## src/rtl/mouse_packet_decoder.sv

```systemverilog
// mouse_packet_decoder
//   Assembles 3-byte PS/2 mouse movement packets (header, X, Y) from the PS/2
//   byte receiver. It registers the motion magnitudes, the direction flags and
//   the left-button state, and pulses mouseReady for one cycle on every
//   completed packet. It resynchronises on header bit3, saturates the
//   magnitudes on the overflow flags, and drops a partial packet when a
//   receiver error occurs or when the gap between bytes is too long.
//
// Ports
//   clk        in   1   system clock
//   rst        in   1   asynchronous active-high reset
//   rxByte     in   8   received byte, valid when rxValid=1
//   rxValid    in   1   byte strobe
//   rxErr      in   1   parity/framing error strobe (wins over rxValid)
//   vx         out  10  |X| of last packet
//   vy         out  9   |Y| of last packet
//   dx         out  1   X sign (1 = leftward)
//   dy         out  1   Y sign (1 = downward)
//   mousepush  out  1   left button of last packet
//   mouseReady out  1   one-cycle strobe: outputs updated
module mouse_packet_decoder #(
  parameter int unsigned TIMEOUT_CYCLES = 2_000_000,
  parameter int unsigned CLAMP          = 255
) (
  input  logic       clk,
  input  logic       rst,
  input  logic [7:0] rxByte,
  input  logic       rxValid,
  input  logic       rxErr,
  output logic [9:0] vx,
  output logic [8:0] vy,
  output logic       dx,
  output logic       dy,
  output logic       mousepush,
  output logic       mouseReady
);

  localparam int unsigned CW = $clog2(TIMEOUT_CYCLES + 1);
  localparam logic [9:0] CLAMP_X = 10'(CLAMP);
  localparam logic [8:0] CLAMP_Y = 9'(CLAMP);

  typedef enum logic [1:0] {B0, B1, B2} state_t;

  state_t        state, state_next;
  logic [7:0]    hdr, xbyte;
  logic [CW-1:0] cnt;
  logic          expire, commit, latch_hdr, latch_x;
  logic [8:0]    x9, y9, xmag, ymag;
  logic [9:0]    vx_new;
  logic [8:0]    vy_new;

  // The bound is hit when this cycle would take the counter to TIMEOUT_CYCLES.
  assign expire = (state != B0) && (cnt == CW'(TIMEOUT_CYCLES - 1));

  always_ff @(posedge clk or posedge rst) begin
    if (rst) state <= B0;
    else     state <= state_next;
  end

  // Priority: rxErr drops everything, then rxValid (wins over an expiring
  // timeout), then the timeout itself.
  always_comb begin
    state_next = state;
    commit     = 1'b0;
    latch_hdr  = 1'b0;
    latch_x    = 1'b0;
    if (rxErr) begin
      state_next = B0;
    end else if (rxValid) begin
      unique case (state)
        B0: if (rxByte[3]) begin
              state_next = B1;
              latch_hdr  = 1'b1;
            end
        B1: begin
              state_next = B2;
              latch_x    = 1'b1;
            end
        B2: begin
              state_next = B0;
              commit     = 1'b1;
            end
        default: state_next = B0;
      endcase
    end else if (expire) begin
      state_next = B0;
    end
  end

  always_ff @(posedge clk or posedge rst) begin
    if (rst) begin
      cnt <= '0;
    end else if (rxValid || rxErr || state_next == B0) begin
      cnt <= '0;
    end else begin
      cnt <= cnt + 1'b1;
    end
  end

  always_ff @(posedge clk or posedge rst) begin
    if (rst) begin
      hdr   <= '0;
      xbyte <= '0;
    end else begin
      if (latch_hdr) hdr   <= rxByte;
      if (latch_x)   xbyte <= rxByte;
    end
  end

  // 9-bit two's complement; negating -256 wraps to 9'h100, which reads as 256.
  always_comb begin
    x9     = {hdr[4], xbyte};
    y9     = {hdr[5], rxByte};
    xmag   = hdr[4] ? (~x9 + 9'd1) : x9;
    ymag   = hdr[5] ? (~y9 + 9'd1) : y9;
    vx_new = hdr[6] ? CLAMP_X : {1'b0, xmag};
    vy_new = hdr[7] ? CLAMP_Y : ymag;
  end

  always_ff @(posedge clk or posedge rst) begin
    if (rst) begin
      vx         <= '0;
      vy         <= '0;
      dx         <= 1'b0;
      dy         <= 1'b0;
      mousepush  <= 1'b0;
      mouseReady <= 1'b0;
    end else begin
      mouseReady <= commit;
      if (commit) begin
        vx        <= vx_new;
        vy        <= vy_new;
        dx        <= hdr[4];
        dy        <= hdr[5];
        mousepush <= hdr[0];
      end
    end
  end

endmodule
```

## config.mk

```make
export PLATFORM = sky130hd
export DESIGN_NAME = mouse_packet_decoder
export DESIGN_NICKNAME = d
export VERILOG_FILES = /design/src/rtl/mouse_packet_decoder.sv
export SDC_FILE = /design/constraint.sdc
export NUM_CORES = 1
export LEC_CHECK = 0
export BUFFER_PORTS_ARGS = -buffer_cell sky130_fd_sc_hd__buf_2
export CORE_UTILIZATION = 60
export CTS_BUF_LIST = sky130_fd_sc_hd__clkbuf_8
export CTS_CLUSTER_DIAMETER = 120
export DETAILED_ROUTE_END_ITERATION = 8
export HOLD_SLACK_MARGIN = 0.15
export PLACE_DENSITY = 0.85
export REMOVE_ABC_BUFFERS = 1
export SYNTH_ARGS = -nofsm -noshare
export SYNTH_HDL_FRONTEND = slang
export SYNTH_SLANG_ARGS = --single-unit
export TNS_END_PERCENT = 50
```

## constraint.sdc

```tcl
create_clock -name clk -period 2 [get_ports clk]
set_input_delay 0.4 -clock clk [delete_from_list [all_inputs] [get_ports clk]]
set_output_delay 0.4 -clock clk [all_outputs]
set_load 0.02 [all_outputs]
```

### Yosys cells after proc, flatten, opt, wreduce, memory -nomap -nowiden

Cells that the tools add are included.

| cells by class | value |
|---|---|
| $add $sub $neg | 3 |
| eq/ne operators | 3 |
| muxes and demuxes | 20 |
| bitwise operators | 2 |
| reductions and logical operators | 6 |

Operator list:

| kind | number |
|---|---|
| 9-bit 2-to-1 mux | 4 |
| 21-bit by 1-bit adder with 21-bit output, second input constant | 1 |
| 21-bit == test, second input constant | 1 |
| 21-bit 2-to-1 mux | 1 |
| 9-bit by 1-bit adder with 9-bit output, second input constant | 2 |
| 9-bit NOT | 2 |
| 1-bit 2-to-1 mux | 10 |
| 2-bit 2-to-1 mux | 4 |
| 2-bit zero test | 2 |
| 2-bit case mux with 2 select lines | 1 |
| 2-bit by 1-bit == test with 1-bit output, second input constant | 1 |
| 2-bit == test, second input constant | 1 |
| 1-bit logical OR | 2 |
| 2-bit nonzero test | 1 |
| 1-bit logical AND | 1 |

| word-level totals | value |
|---|---|
| bits in registers | 62 |
| bits of input ports | 12 |
| output and inout port bits | 23 |
| word-level logic and storage cells | 44 |

### Longest topological paths before layout

Gate-level depths: netlist of the first run.

| depth | value |
|---|---|
| word-level depth | 8 |
| gate-level depth with buffers | 6 |

### Least setup slack after synthesis of the first run

OpenSTA, ideal clock, no wires.

| timing path | value |
|---|---|
| path type | reg-to-reg |
| start | register cnt[2] |
| end | register cnt[17] |
| arrival | 1.744 ns |
| data required time | 1.922 ns |
| path slack | 0.178 ns |
| cell stages (with the launch flop) | 5 |
| clock period less this slack | 1.822 ns |
| path through | dfrtp_1 > nand4_4 > or4_4 > or4_1 > a21oi_1 |

| on the way | value |
|---|---|
| longest elaborated chain between the ends | 8 |
| elaborated cells between the ends (all ways) | 9 |
| classes of those cells | add/sub: 1; eq/ne: 1; mux: 4; reduce/logical: 3 |

RTL lines:

| item | line | RTL |
|---|---|---|
| start, declared | 46 | `logic [CW-1:0] cnt;` |
| start signal, assigned | 96 | `cnt <= cnt + 1'b1;` |
| 21-bit == test | 53 | `assign expire = (state != B0) && (cnt == CW'(TIMEOUT_CYCLES - 1));` |
| 1-bit logical AND | 53 |  |
| 2-bit 2-to-1 mux | 85 | `end else if (expire) begin` |
| 2-bit 2-to-1 mux | 69 | `end else if (rxValid) begin` |
| 2-bit 2-to-1 mux | 67 | `if (rxErr) begin` |
| 2-bit zero test | 93 | `end else if (rxValid \|\| rxErr \|\| state_next == B0) begin` |
| 1-bit logical OR | 93 |  |
| 21-bit 2-to-1 mux (*) | 93 |  |

Every way passes the cells marked *; elsewhere a longest branch is shown, timed or not.
A chain may end at the register's enable or synchronous reset.

### Worst setup path in the final report of the first run

| timing path | value |
|---|---|
| start | register cnt[9] |
| end | register cnt[19] |

The elaborated chain is that of the path after synthesis.

==> flow_summary.ini, run 1 <==
[run_status]
outcome = finished clean

[setup_path]
path_class = register to register
critPathCaptureType = register
cp_max_fo = 6
cp.arrival_ns = 2.14
cp.required_ns = 2.26
critPathLaunchType = register

[cells_and_area]
final_nets = 336
fin_area_mm2 = 0.00322
final_cells = 378
final_core_util_pct = 73.3
drive_gt1_share_pct = 22.4
num_antenna_cells = 0
areaGrowthSynthToFinish_pct = 16.6
layout_common_cells = 57 x dfrtp_1, 34 x nor2_1, 33 x buf_2, 29 x nand2_1, 18 x xor2_1
final_common_cell = dfrtp_1
num-fill-cells = 308

[placed_design]
io_buffers = 33
pre_cts_slack_ns = 0.118
routabilityCongestion = 0.891
place_hpwl_um = 3840
placed_cells = 361
placed_area_mm2 = 0.00302

[logic_synthesis]
syn_area_mm2 = 0.00276
synth-warning-count = 0
synthDistinctLibCells = 36
synth_cells = 278
syn_avg_cell_area_um2 = 9.92
yosysSeqAreaShare_pct = 52.6
ys_seq_elements = 58

[drt]
first_pass_iters = 4
vias = 2120
drc = 0
routed_via_density = 5.61
post_drt_wl_per_cell_um = 14.1
ant_nets = 0
wirelength_um = 5330
drt_iter0_markers = 162

[clock_tree]
cts.clk_slew.worst_paths_ns = 0.06
root_buffer = clkbuf_8
cts_sinks = 58
cts_post_setup_buffers_inserted = 0
cts_tree = done
insertion_delay_ns = 0.34
htree_levels = 3
cts_buffer_depth = 2
cts_buffers = 9

[floorplan]
rows = 24
fp.dieW_um = 69.8
die-area_mm2 = 0.00487
core_area_mm2 = 0.00438
initial_core_util_pct = 62.9
io_pins = 35
fp.dieH_um = 69.8

[grt]
grt_pass1_wl_um = 9330
grt_antenna_before_repair = 0
grt_max_degree = 33
gr-total-overflow = 0
grt.total_usage_pct = 24.8
grt_pass1_vias = 2071

[timing]
period_share_pct = 93.9
rsz0062_at_grt = false
finalHoldViolations = 0
max_slew.worst_pin.slew_ns = 0.577
max_clock_freq_mhz = 533
hold_ws_ns = 0.324
timing.final.ws_setup_ns = 0.122
fin_skew_ns = 0.00751
drv_slew = 0
relSlewSlack_pct = 61.5
setup-violations-final = 0
fin_crit_ns = 1.88
fin_setup_tns_ns = 0

[worst_hold_path]
hold_path_class = primary input to register

[power]
cellLeakagePower_nw = 1.45
max-vdd-ir-drop_v = 0.000547
power_density_mw_per_mm2 = 994
p_total_mw = 3.20

[flow_run]
maxCapViolCount = 0
## final timing paths
check / slack (ns) / startpoint / cells after the start / end
worst max-delay path: 0.12 / cnt[9] / 4 / cnt[19]
worst min register to register: 0.47 / dx / 2 / dx
worst min-delay path: 0.32 / rxByte[1] / 3 / xbyte[1]
min in group asynchronous: 0.67 / rst / 3 / cnt[10]
worst max register to register: 0.12 / cnt[9] / 4 / cnt[19]
max in group asynchronous: 0.78 / rst / 4 / dx
## cell type report
| class | instances | area (um^2) | area share, % |
|---|---|---|---|
| Clock inverter | 7 | 61.3 | 1.91 |
| Multi-Input combinational cell | 197 | 1220 | 37.8 |
| Sequential cell | 58 | 1450 | 45.2 |
| Timing Repair Buffer | 42 | 248 | 7.70 |
| Tap cell | 52 | 65.1 | 2.02 |
| Clock buffer | 9 | 124 | 3.85 |
| Inverter | 13 | 48.8 | 1.52 |
## routing by layer
layer  up-vias  share of wire [%]  track usage [%]
li1       1049                  -                -
met1      1015                 43             30.2
met2        46                 51             40.7
met3        10                4.2             7.41
met4         0                1.4             11.1
met5         -                  0                0
## timing repair
item                                    in CTS  in global routing
endpoints found under the setup margin       0                  2
gates resized for setup                      0                  1
hold buffers                                 1                  0
hold endpoints to repair                    26                  0
## cells by family (layout without fill, tap and decap cells)
kind of cell	Yosys count	after routing	share of synthesized area [%]
simple gates	113	113	21.0
flops	58	58	52.6
compound gates	42	42	8.58
xor+xnor	27	27	8.58
buf+inv	23	71	3.27
mux	11	11	4.49
fa+ha+maj	3	3	1.36
other cells	1	1	0.136
## worst max-delay path, stage by stage, from the launching register on
cell and delay [ns]:
dfrtp_1 0.45, nand4_1 0.17, or4_4 0.52, or4_1 0.52, a21oi_1 0.15
## cell usage after synthesis
master	number	area share [%]
and2_1	1	0.23
and4_1	1	0.32
nor4bb_1	1	0.36
o31ai_1	5	1.4
nand2_1	29	3.9
xor2_1	18	5.7
nor2_1	34	4.6
o21bai_1	1	0.27
buf_4	1	0.27
nor3_1	3	0.54
clkinv_1	1	0.14
or4b_2	1	0.36
nand4_1	8	1.8
or4_1	7	1.9
mux2_2	11	4.5
ha_1	3	1.4
nor2b_1	3	0.68
or3b_2	1	0.32
xnor2_1	9	2.9
or3_1	4	0.91
nor4_1	6	1.4
o41ai_1	1	0.32
or4_4	1	0.41
a21oi_1	16	2.9
and3_1	1	0.23
nand4_4	1	0.77
inv_1	12	1.6
o21ai_0	16	2.9
a211oi_1	2	0.54
clkbuf_1	9	1.2
o211ai_1	1	0.27
nand3_1	9	1.6
nor4b_1	1	0.32
nand2b_1	1	0.23
conb_1	1	0.14
dfrtp_1	58	53
## flip-flops by register name, summed over array words and instances (netlist names)
register / count
cnt: 21
dx: 1
dy: 1
hdr: 5
mouseReady: 1
mousepush: 1
state: 2
vx: 9
vy: 9
xbyte: 8
## report_power, final
group	leakage [nW]	switching, mW	internal, mW
combinational	0.593	0.391	0.280
sequential	0.761	0.151	1.36
clock	0.100	0.456	0.561
No activity file was read; power rests on OpenSTA's default activity.
==> run 2, diff against run 1 <==
--- a/config.mk
+++ b/config.mk
@@ -6,13 +6,14 @@
 export NUM_CORES = 1
 export LEC_CHECK = 0
 export BUFFER_PORTS_ARGS = -buffer_cell sky130_fd_sc_hd__buf_2
-export CORE_UTILIZATION = 60
+export CORE_UTILIZATION = 55
 export CTS_BUF_LIST = sky130_fd_sc_hd__clkbuf_8
 export CTS_CLUSTER_DIAMETER = 120
 export DETAILED_ROUTE_END_ITERATION = 8
 export HOLD_SLACK_MARGIN = 0.15
-export PLACE_DENSITY = 0.85
+export PLACE_DENSITY = 0.75
 export REMOVE_ABC_BUFFERS = 1
+export SLEW_MARGIN = 40
 export SYNTH_ARGS = -nofsm -noshare
 export SYNTH_HDL_FRONTEND = slang
 export SYNTH_SLANG_ARGS = --single-unit
==> flow_summary.ini, run 2 (same netlist as run 1, synthesis figures left out) <==
[timing]
fin_crit_ns = 1.89
drv_slew = 0
hold_ws_ns = 0.322
fin_skew_ns = 0.0114
period_share_pct = 94.6
max_slew.worst_pin.slew_ns = 0.610
rsz0062_at_grt = false
relSlewSlack_pct = 59.3
setup-violations-final = 0
fin_setup_tns_ns = 0
finalHoldViolations = 0
max_clock_freq_mhz = 528

[power]
max-vdd-ir-drop_v = 0.000574
power_frac_seq_pct = 44.7
power.switching_mw = 1.02
power_density_mw_per_mm2 = 1030
cellLeakagePower_nw = 1.47
intPower_mw = 2.36
combPwrFrac_pct = 20.0
p_total_mw = 3.38
pwr-share-clk_pct = 35.3
p_sw_share_pct = 30.1

[clock_tree]
cts_sinks = 58
cts_buffer_depth = 2
root_buffer = clkbuf_8
cts_buffers = 9
htree_levels = 3
insertion_delay_ns = 0.34
cts_tree = done
cts.clk_slew.worst_paths_ns = 0.07

[worst_hold_path]
hold_path_class = primary input to register

[cells_and_area]
areaGrowthSynthToFinish_pct = 18.6
final_common_cell = dfrtp_1
num-fill-cells = 373
largest_reg_flops = 21
num_antenna_cells = 0
top_regs = cnt (21), vx (9), vy (9)
top_register = cnt
final_nets = 336
drive_gt1_share_pct = 23.3
layout_common_cells = 55 x dfrtp_1, 34 x nor2_1, 33 x buf_2, 29 x nand2_1, 18 x xor2_1

[placed_design]
place_hpwl_um = 3930
routabilityCongestion = 0.863
io_buffers = 33

[floorplan]
fp.dieW_um = 72.8
io_pins = 35
initial_core_util_pct = 57.6
rows = 25
fp.dieH_um = 72.8
core_area_mm2 = 0.00479
die-area_mm2 = 0.00530

[drt]
ant_nets = 0
vias = 2096
routed_via_density = 5.33
drt_iter0_markers = 145
first_pass_iters = 4
drc = 0
wirelength_um = 5630
post_drt_wl_per_cell_um = 14.3

[grt]
grt_pass1_vias = 2144
gr-total-overflow = 0
grt_max_degree = 32
grt_antenna_before_repair = 0
grt.total_usage_pct = 24.6
grt_pass1_wl_um = 9710

[setup_path]
cp_max_fo = 9
crit_path_end = cnt[20]
crit_chain = nand4_4 > buf_4 > or4_1 > or3_1 > a21oi_1
cp-startpoint = cnt[4]
crit_path_top_delay_cell = or4_1
r2r_slack_ns = 0.11
r2r_start = cnt[4]
critPathMaxStageDelay_ns = 0.57
rr_endpoint = cnt[20]
path_class = register to register
cp.required_ns = 2.26
cp.arrival_ns = 2.15
critPathLaunchType = register
critPathCaptureType = register
reg2reg_depth = 5

[run_status]
outcome = finished clean

[flow_run]
maxCapViolCount = 0
run 2: final cells by class:
cell class / instances / area [um^2] / share of cell area [%]
sequential: 58 / 1460 / 44.5
multi-input combinational: 197 / 1220 / 37.2
timing repair buffer: 42 / 248 / 7.58
clock buffer: 10 / 138 / 4.21
tap: 67 / 83.8 / 2.56
clock inverter: 6 / 80.1 / 2.45
inverter: 13 / 48.8 / 1.49
run 2: worst min-delay path by stage:
| stage | start | endpoint | slack (ns) | cells after the start |
|---|---|---|---|---|
| 3_5_place_dp | vx[0] | vx[0] | 0.45 | 2 |
| 3_3_place_gp | vx[0] | vx[0] | 0.44 | 2 |
| 6_report | rxByte[1] | xbyte[1] | 0.32 | 3 |
| 5_1_grt | rxByte[1] | xbyte[1] | 0.34 | 3 |
| 4_1_cts | rxByte[1] | xbyte[1] | 0.31 | 3 |
| 2_1_floorplan | hdr[0] | mousepush | 0.44 | 2 |
run 2: worst max-delay path: cells and delay by family, from the launching register on:
family	cells	cell delay, ns
AOI/OAI and AO/OA	1	0.16
buffers and inverters	1	0.18
DFF	1	0.44
and+or+nand+nor	3	1.04
run 2: through the flow:
step	util, %	area, um^2	setup slack (ns)	std cells
3_3_place_gp	63.5	3040	0.187	376
2_1_floorplan	-	2720	-0.0518	268
6_report	68.3	3270	0.108	393
4_1_cts	68.2	3270	0.0878	393
5_1_grt	68.3	3270	0.00294	393
3_5_place_dp	63.5	3040	0.0856	376
run 2: layer usage:
metal	vias up	share of wire, %	wire, um	global-route usage [%]
li1	1051	-	-	-
met1	991	44	2490	29.3
met2	39	50	2800	41.0
met3	15	4.1	232	7.46
met4	0	2.0	112	11.5
met5	-	0	0	0
run 2: power by group through the flow:
| stage | clock network (mW) | registers (mW) | logic (mW) |
|---|---|---|---|
| 2_1_floorplan | 0 | 1.64 | 0.333 |
| 3_3_place_gp | 0 | 1.52 | 0.660 |
| 3_5_place_dp | 0 | 1.54 | 0.674 |
| 4_1_cts | 1.22 | 1.51 | 0.685 |
| 5_1_grt | 1.27 | 1.54 | 0.754 |
| 6_report | 1.19 | 1.51 | 0.675 |
run 2: repair_timing:
action                                  CTS  global route
endpoints found under the setup margin    0             1
resized for setup                         0             3
hold endpoints to repair                 27             0
hold buffers                              1             0
buffers inserted                          0             0
